File: src/rtl/status_flag_latch_if.sv
// Status-flag bus between the game controller and the flag latch.
// Latency: none. The interface only carries wires.
// Backpressure: none. Set and clear pulses are sampled on every edge.
interface status_flag_latch_if #(
    parameter int NUM_FLAGS = 11
);
    logic [NUM_FLAGS-1:0] set;
    logic                 clr_a;
    logic                 clr_b;
    logic                 lamp_test;
    logic [NUM_FLAGS-1:0] flags;
    logic [NUM_FLAGS-1:0] led;
    logic                 blink_phase;
    logic                 changed;

    // Controller side: drives the pulses and observes the latched state.
    modport master (
        output set, clr_a, clr_b, lamp_test,
        input  flags, led, blink_phase, changed
    );

    // Latch side: consumes the pulses and drives the state and LED outputs.
    modport slave (
        input  set, clr_a, clr_b, lamp_test,
        output flags, led, blink_phase, changed
    );
endinterface

File: src/rtl/status_flag_latch.sv
// Sticky status flags with clear groups, an exclusive group, a first-wins group, alert blink and lamp test.
// Latency: flags and changed update one edge after set/clear. led is combinational from the registered state.
// Backpressure: none. Every edge samples the inputs, and pulses between edges are not seen.
module status_flag_latch #(
    parameter int                   NUM_FLAGS         = 11,
    parameter logic [NUM_FLAGS-1:0] CLR_A_MASK        = 11'h21C,
    parameter logic [NUM_FLAGS-1:0] CLR_B_MASK        = 11'h7E0,
    parameter logic [NUM_FLAGS-1:0] EXCL_MASK         = 11'h003,
    parameter logic [NUM_FLAGS-1:0] PRIO_MASK         = 11'h01C,
    parameter logic [NUM_FLAGS-1:0] BLINK_MASK        = 11'h100,
    parameter int                   BLINK_HALF_PERIOD = 25000000
) (
    input  logic                  clk,
    input  logic                  reset,
    status_flag_latch_if.slave    bus
);
    localparam int                   CW         = $clog2(BLINK_HALF_PERIOD);
    localparam logic [CW-1:0]        CNT_MAX    = CW'(BLINK_HALF_PERIOD - 1);
    localparam logic [NUM_FLAGS-1:0] PLAIN_MASK = ~(EXCL_MASK | PRIO_MASK);

    logic [NUM_FLAGS-1:0] flags_q, flags_d;
    logic                 changed_q, changed_d;
    logic [CW-1:0]        cnt_q, cnt_d;
    logic                 phase_q, phase_d;

    logic [NUM_FLAGS-1:0] clr_vec;
    logic [NUM_FLAGS-1:0] excl_set;
    logic [NUM_FLAGS-1:0] excl_hi;
    logic [NUM_FLAGS-1:0] prio_set;
    logic [NUM_FLAGS-1:0] prio_lo;
    logic [NUM_FLAGS-1:0] excl_next;
    logic [NUM_FLAGS-1:0] prio_next;
    logic                 prio_take;
    logic                 blink_rise;

    // Next flag state. Clear beats set on every bit, and each group resolves its own set pulses.
    always_comb begin
        clr_vec  = ({NUM_FLAGS{bus.clr_a}} & CLR_A_MASK) | ({NUM_FLAGS{bus.clr_b}} & CLR_B_MASK);
        excl_set = bus.set & EXCL_MASK & ~clr_vec;
        prio_set = bus.set & PRIO_MASK;

        // Pick the highest-index exclusive request (the last hit in the loop wins).
        excl_hi = '0;
        for (int i = 0; i < NUM_FLAGS; i++) begin
            if (excl_set[i]) begin
                excl_hi    = '0;
                excl_hi[i] = 1'b1;
            end
        end

        // Pick the lowest-index priority request (the last hit in a downward loop wins).
        prio_lo = '0;
        for (int i = NUM_FLAGS - 1; i >= 0; i--) begin
            if (prio_set[i]) begin
                prio_lo    = '0;
                prio_lo[i] = 1'b1;
            end
        end

        excl_next = ((|excl_set) ? excl_hi : (flags_q & EXCL_MASK)) & ~clr_vec;

        // Accept a new priority winner only when the group is empty and no clear touches it.
        prio_take = ~(|(flags_q & PRIO_MASK)) & ~(|(clr_vec & PRIO_MASK));
        prio_next = (prio_take ? prio_lo : (flags_q & PRIO_MASK)) & ~clr_vec;

        flags_d   = (((flags_q | bus.set) & ~clr_vec) & PLAIN_MASK)
                  | (excl_next & EXCL_MASK)
                  | (prio_next & PRIO_MASK);
        changed_d = (flags_d != flags_q);
    end

    // Blink timebase. A newly latched alert restarts it in the lit phase.
    always_comb begin
        blink_rise = |(flags_d & ~flags_q & BLINK_MASK);
        cnt_d      = cnt_q + 1'b1;
        phase_d    = phase_q;
        if (blink_rise) begin
            cnt_d   = '0;
            phase_d = 1'b1;
        end else if (cnt_q == CNT_MAX) begin
            cnt_d   = '0;
            phase_d = ~phase_q;
        end
    end

    // State registers with synchronous reset.
    always_ff @(posedge clk) begin
        if (reset) begin
            flags_q   <= '0;
            changed_q <= 1'b0;
            cnt_q     <= '0;
            phase_q   <= 1'b1;
        end else begin
            flags_q   <= flags_d;
            changed_q <= changed_d;
            cnt_q     <= cnt_d;
            phase_q   <= phase_d;
        end
    end

    assign bus.flags       = flags_q;
    assign bus.changed     = changed_q;
    assign bus.blink_phase = phase_q;
    assign bus.led         = {NUM_FLAGS{bus.lamp_test}} | (flags_q & (~BLINK_MASK | {NUM_FLAGS{phase_q}}));
endmodule

File: src/flat_wrapper.sv
// flat-port wrapper written by rule: the top's interface ports become plain ports
module status_flag_latch_flat 
#(
    parameter int                   NUM_FLAGS         = 11,
    parameter logic [NUM_FLAGS-1:0] CLR_A_MASK        = 11'h21C,
    parameter logic [NUM_FLAGS-1:0] CLR_B_MASK        = 11'h7E0,
    parameter logic [NUM_FLAGS-1:0] EXCL_MASK         = 11'h003,
    parameter logic [NUM_FLAGS-1:0] PRIO_MASK         = 11'h01C,
    parameter logic [NUM_FLAGS-1:0] BLINK_MASK        = 11'h100,
    parameter int                   BLINK_HALF_PERIOD = 25000000
)
  (clk, reset, bus_set, bus_clr_a, bus_clr_b, bus_lamp_test, bus_flags, bus_led, bus_blink_phase, bus_changed);
  status_flag_latch_if #(.NUM_FLAGS(NUM_FLAGS)) bus_i ();
  input  logic clk;
  input  logic reset;
  input wire logic [$bits(bus_i.set)-1:0] bus_set;
  input wire logic [$bits(bus_i.clr_a)-1:0] bus_clr_a;
  input wire logic [$bits(bus_i.clr_b)-1:0] bus_clr_b;
  input wire logic [$bits(bus_i.lamp_test)-1:0] bus_lamp_test;
  output wire logic [$bits(bus_i.flags)-1:0] bus_flags;
  output wire logic [$bits(bus_i.led)-1:0] bus_led;
  output wire logic [$bits(bus_i.blink_phase)-1:0] bus_blink_phase;
  output wire logic [$bits(bus_i.changed)-1:0] bus_changed;
  assign bus_i.set = bus_set;
  assign bus_i.clr_a = bus_clr_a;
  assign bus_i.clr_b = bus_clr_b;
  assign bus_i.lamp_test = bus_lamp_test;
  assign bus_flags = bus_i.flags;
  assign bus_led = bus_i.led;
  assign bus_blink_phase = bus_i.blink_phase;
  assign bus_changed = bus_i.changed;
  status_flag_latch #(.NUM_FLAGS(NUM_FLAGS), .CLR_A_MASK(CLR_A_MASK), .CLR_B_MASK(CLR_B_MASK), .EXCL_MASK(EXCL_MASK), .PRIO_MASK(PRIO_MASK), .BLINK_MASK(BLINK_MASK), .BLINK_HALF_PERIOD(BLINK_HALF_PERIOD)) u_core (.clk(clk), .reset(reset), .bus(bus_i));
endmodule
File: config.mk
export PLATFORM = sky130hd
export DESIGN_NAME = status_flag_latch_flat
export DESIGN_NICKNAME = d
export VERILOG_FILES = /design/src/rtl/status_flag_latch_if.sv /design/src/rtl/status_flag_latch.sv /design/src/flat_wrapper.sv
export SDC_FILE = /design/constraint.sdc
export NUM_CORES = 1
export LEC_CHECK = 0
export CORE_ASPECT_RATIO = 1.5
export CORE_MARGIN = 8
export CORE_UTILIZATION = 66
export CTS_CLUSTER_DIAMETER = 40
export DETAILED_ROUTE_END_ITERATION = 6
export DONT_BUFFER_PORTS = 1
export GPL_TIMING_DRIVEN = 0
export PLACE_DENSITY = 0.82
export SETUP_SLACK_MARGIN = 0.5
export SLEW_MARGIN = 20
export SYNTH_ARGS = -nofsm -noshare
export SYNTH_HDL_FRONTEND = slang
export SYNTH_SLANG_ARGS = --single-unit
File: constraint.sdc
create_clock -name clk -period 3.51 [get_ports clk]
set_clock_uncertainty 0.1 [all_clocks]
set_input_delay 0.702 -clock clk [delete_from_list [all_inputs] [get_ports clk]]
set_output_delay 0.702 -clock clk [all_outputs]
set_load 0.01 [all_outputs]
---- Word level (Yosys, flattened, before mapping) ----
Index checks and enable logic that the tools add are counted.
storage, ports and cells
  flip-flop bits (word level) ............. 38
  latch bits .............................. 0
  memory bits (writable) .................. 0
  bits in read-only memories .............. 0
  bits of input ports ..................... 16
  output and inout bits ................... 24
  logic and storage cells ................. 45
  memories ................................ 0
cells by class
  add/sub/neg operators ................... 1
  multipliers ............................. 0
  div/mod/pow operators ................... 0
  order comparisons ....................... 0
  eq/ne operators ......................... 2
  shift operators ......................... 0
  mux-type cells .......................... 16
  bitwise gates (word level) .............. 17
  reductions and logical operators ........ 5
operator list
  cell                                                              count
  25-bit by 1-bit adder with 25-bit output (second input constant)  1
  25-bit equality test (second input constant)                      1
  11-bit AND                                                        2
  2-bit 2-to-1 mux                                                  11
  11-bit OR                                                         2
  5-bit 2-to-1 mux                                                  4
  2-bit by 11-bit AND with 11-bit output                            1
  11-bit != test                                                    1
  11-bit inverter                                                   1
  10-bit by 11-bit OR with 11-bit output                            1
  11-bit by 2-bit OR with 11-bit output                             1
  11-bit by 5-bit OR with 11-bit output                             1
  11-bit OR reduction                                               1
  9-bit AND                                                         1
  9-bit inverter                                                    1
  3-bit OR reduction                                                3
  5-bit AND                                                         1
  1-bit inverter                                                    3
  2-bit AND                                                         1
  2-bit OR reduction                                                1
  1-bit AND                                                         1
  1-bit 2-to-1 mux                                                  1

---- Depth between registers and ports, before layout ----
  word-level depth ........................ 20
  depth in mapped cells ................... 7
  gate-level depth less buffers ........... 6

---- Worst setup path after synthesis ----
No wires, ideal clock.
  path type ............................... register to register
  from .................................... reg u_core.cnt_q[0]
  to ...................................... reg u_core.cnt_q[24]
  setup time .............................. 67 ps
  arrival ................................. 1944 ps
  data required time ...................... 3343 ps
  slack ................................... 1398 ps
  stages on the path, launching flop included .. 7
  buffers on the path ..................... 1
  clock period less this slack ............ 2112 ps
  path through ............................ dfxtp_1 > ha_1 > inv_1 > or4_4 > buf_6 > or4_4 > a21oi_2
on the way
  longest elaborated chain between the ends .. 2
  elaborated cells between the ends (all ways) .. 3
  those cells by class .................... 1 x add/sub; 1 x eq/ne; 1 x reduce/logical
RTL lines
  element                                                                           RTL line                 text
  from (decl)                                                                       status_flag_latch.sv:23  logic [CW-1:0] cnt_q, cnt_d;
  from (signal assigned)                                                            status_flag_latch.sv:96  cnt_q <= cnt_d;
  branches (longest 2 deep; another with 25-bit by 1-bit adder with 25-bit output)  --
Parallel ways; which one is timed is not known.
A chain may end at the register's enable or synchronous reset.

---- Final worst setup path ----
  from .................................... reg u_core.cnt_q[15]
  to ...................................... reg u_core.cnt_q[23]
The elaborated chain is that of the path after synthesis.

==> summary.md <==
| Metric | Value |
|---|---|
| Largest net degree at the start of global routing | 12 |
| First-pass GRT wire length | 6250 um |
| Vias in the first global route | 1,494 |
| IO Port Bufs | 0 |
| DRT Pass-1 Iters | 4 |
| Detail Route Antenna Nets | 0 |
| Clk pin slew, worst setup/hold paths | 0.07 ns |
| GRT overflow | 0 |
| Setup violations, final | 0 |
| Post-Syn Instances | 212 |
| Sequential share of the synthesized area | 42.4% |
| Hpwl dp | 2950 um |
| Routed len/inst | 15.1 um |
| Diode count | 0 |
| Main combinational cell family by area after synthesis | simple AND/OR/NAND/NOR gates |
| Chip Width | 58.6 um |
| Core Rows | 23 |
| Synthesized area per cell | 8.46 um^2 |
| Synth warnings | 0 |
| Pleak | 0.670 nW |
| Post-synthesis adder-cell area fraction | 1.40% |
| Slew @ Worst Pin | 0.894 ns |
| Placed cell count | 249 |
| Synthesized flop and latch total | 38 |
| CP required | 3.57 ns |
| Drt total wl | 3880 um |
| Final Hold Fails | 0 |
| Total CTS buffers | 5 |
| Final std cells w/o fill | 257 |
| CP Class | reg -> reg |
| Final Slew Violations | 0 |
| VDD IR-drop max | 0.000433 V |
| Residual DRC | 0 |
| Tot GR Track Use | 16.8% |
| Normalized max-slew margin | 39.9% |
| Distinct cells, synth | 39 |
| Run status | completed |
| Die height | 79.8 um |
| Worst hold path class | reg -> reg |
| H-tree levels | 2 |
| Count of hold-fix buffers inserted at cts | 0 |
| Power Density | 421 nW/um^2 |
| Setup bufs post-CTS | 0 |
| Tcrit/Tclk final | 70.9% |
| Starting Density | 68.5% |
| Setup TNS | 0 ns |
| Initial drt markers | 59 |
| Max Clk Rate | 402 MHz |
| Root Buffer | clkbuf_8 |
| Clock sink count | 38 |
| Final Wtd Congestion | 0.860 |
| Via count | 1,549 |
| Total die area | 4670 um^2 |
| I/O pins | 40 |
| Tmin final | 2.49 ns |
| Max Cap Viol | 0 |
| PostCTS Resize Cnt | 0 |
| CTS tree | done |
| Crit path DAT | 2.54 ns |
| Share of cells above drive strength 1 | 11.4% |
| Crit-path max FO | 10 |
| Total core area | 2620 um^2 |
| Mux contribution to synthesized area | 0% |
| RSZ-0062 raised after global routing | no |
| Initial antenna violation count | 0 |
| Bufs on Longest Clock Path | 2 |
| Startpoint class of the critical path | register |
| Skew-Pair Late Insertion Delay | 0.29 ns |
| Syn_nets | 230 |
| Compound-Gate Fraction of Synth Area | 13.7% |
| Synth Area in XOR/XNOR | 6.35% |
| Post-layout nets | 237 |
| Via density | 6.03 |
| Netlist Area Pre-Place | 1790 um^2 |
| Critical Path Sink Type | register |
| P&R area growth vs syn | 7.68% |
| Simple-gate portion of the synthesized area | 31.5% |
[where the power goes]
group | internal, W | switching, W | total [W]
Sequential | 0.000440 | 0.0000132 | 0.000453
Combinational | 0.0000219 | 0.0000328 | 0.0000547
Clock | 0.000158 | 0.000146 | 0.000305
[registers in the layout, indices dropped and copies added (netlist names)]
| signal | cells |
|---|---|
| u_core.cnt_q | 25 |
| u_core.bus.flags | 11 |
| u_core.bus.changed | 1 |
| u_core.bus.blink_phase | 1 |
[layout make-up]
class,count,area (um^2)
Multi-Input combinational cell,154,950
Sequential cell,38,761
Fill cell,207,688
Clock buffer,7,86.3
Tap cell,37,46.3
Inverter,12,45.0
Buffer,8,37.5
Clock inverter,1,5.00
[metrics by stage]
step | total power [W] | util (%) | hold WS [ns] | instance area [um^2] | setup WS, ns
2_1_floorplan | 0.000506 | - | 0.325 | 1790 | 1.40
4_1_cts | 0.000822 | 73.7 | 0.370 | 1930 | 1.04
3_5_place_dp | 0.000519 | 70.2 | 0.361 | 1840 | 1.03
3_3_place_gp | 0.000516 | 70.2 | 0.337 | 1840 | 1.11
5_1_grt | 0.000847 | 73.7 | 0.370 | 1930 | 0.871
6_report | 0.000813 | 73.7 | 0.368 | 1930 | 1.02
[path summary, 6_finish.rpt]
check | startpoint | to | slack, ns | cells past startpoint
max | u_core.cnt_q[15]$_SDFF_PP0_ | u_core.cnt_q[23]$_SDFF_PP0_ | 1.02 | 5
min | u_core.cnt_q[0]$_SDFF_PP0_ | u_core.cnt_q[0]$_SDFF_PP0_ | 0.37 | 1
max reg2reg | u_core.cnt_q[15]$_SDFF_PP0_ | u_core.cnt_q[23]$_SDFF_PP0_ | 1.02 | 5
min reg2reg | u_core.cnt_q[0]$_SDFF_PP0_ | u_core.cnt_q[0]$_SDFF_PP0_ | 0.37 | 1
[cell usage in the layout (no fill, tap or decap), drive strengths merged, types with 7 or more instances in the layout]
| cell | count |
|---|---|
| dfxtp | 38 |
| nand3 | 8 |
| inv | 12 |
| nor3 | 10 |
| or2 | 10 |
| or4 | 7 |
| nand2 | 13 |
| clkbuf | 14 |
| a21oi | 14 |
| or3 | 7 |
| xor2 | 7 |
| nor2 | 23 |
[cells by family (layout without fill, tap and decap cells)]
group / Yosys count / in the layout
simple gates: 100 / 100
compound gates: 39 / 39
flops: 38 / 38
buf+inv: 20 / 28
xor+xnor: 13 / 13
fa+ha+maj: 2 / 2
[Yosys cell counts, drive strengths merged]
library cell / n / share of area [%]
o21bai: 1 / 0.42
inv: 12 / 2.5
clkbuf: 7 / 1.5
nand2: 13 / 2.7
nor2: 23 / 4.8
nor4b: 2 / 0.98
o21a: 4 / 1.7
o22ai: 2 / 0.70
o31ai: 6 / 2.5
nand3: 8 / 2.2
o21ai: 6 / 1.7
a21oi: 14 / 4.1
and2: 1 / 0.35
and3: 2 / 0.70
nand2b: 1 / 0.35
and4: 3 / 1.5
xnor2: 6 / 2.9
a31oi: 2 / 0.70
and4b: 1 / 0.56
ha: 2 / 1.4
nor4: 5 / 1.7
nor2b: 1 / 0.35
nand4: 6 / 2.9
or3: 7 / 2.6
buf: 1 / 0.63
dfxtp: 38 / 42
or4: 7 / 3.3
nor3: 10 / 2.8
a221oi: 1 / 0.49
xor2: 7 / 3.4
o32a: 1 / 0.56
a21o: 1 / 0.42
o41ai: 1 / 0.49
or2: 10 / 3.5
[layer usage]
| metal | share of wire [%] | vias up | track usage (%) |
|---|---|---|---|
| met4 | 2.0 | 0 | 9.11 |
| met3 | 8.0 | 11 | 5.97 |
| met2 | 53 | 47 | 30.7 |
| met5 | 0 | - | 0 |
| li1 | - | 773 | - |
| met1 | 37 | 718 | 15.7 |
[worst max-delay path: stages, from the launching register on]
cell	delay, ns
dfxtp_1	0.39
nor4b_1	0.35
nand4_1	0.19
o31ai_1	0.76
clkbuf_1	0.46
a21oi_1	0.10
Note: power is estimated with default switching activity, not from simulation.
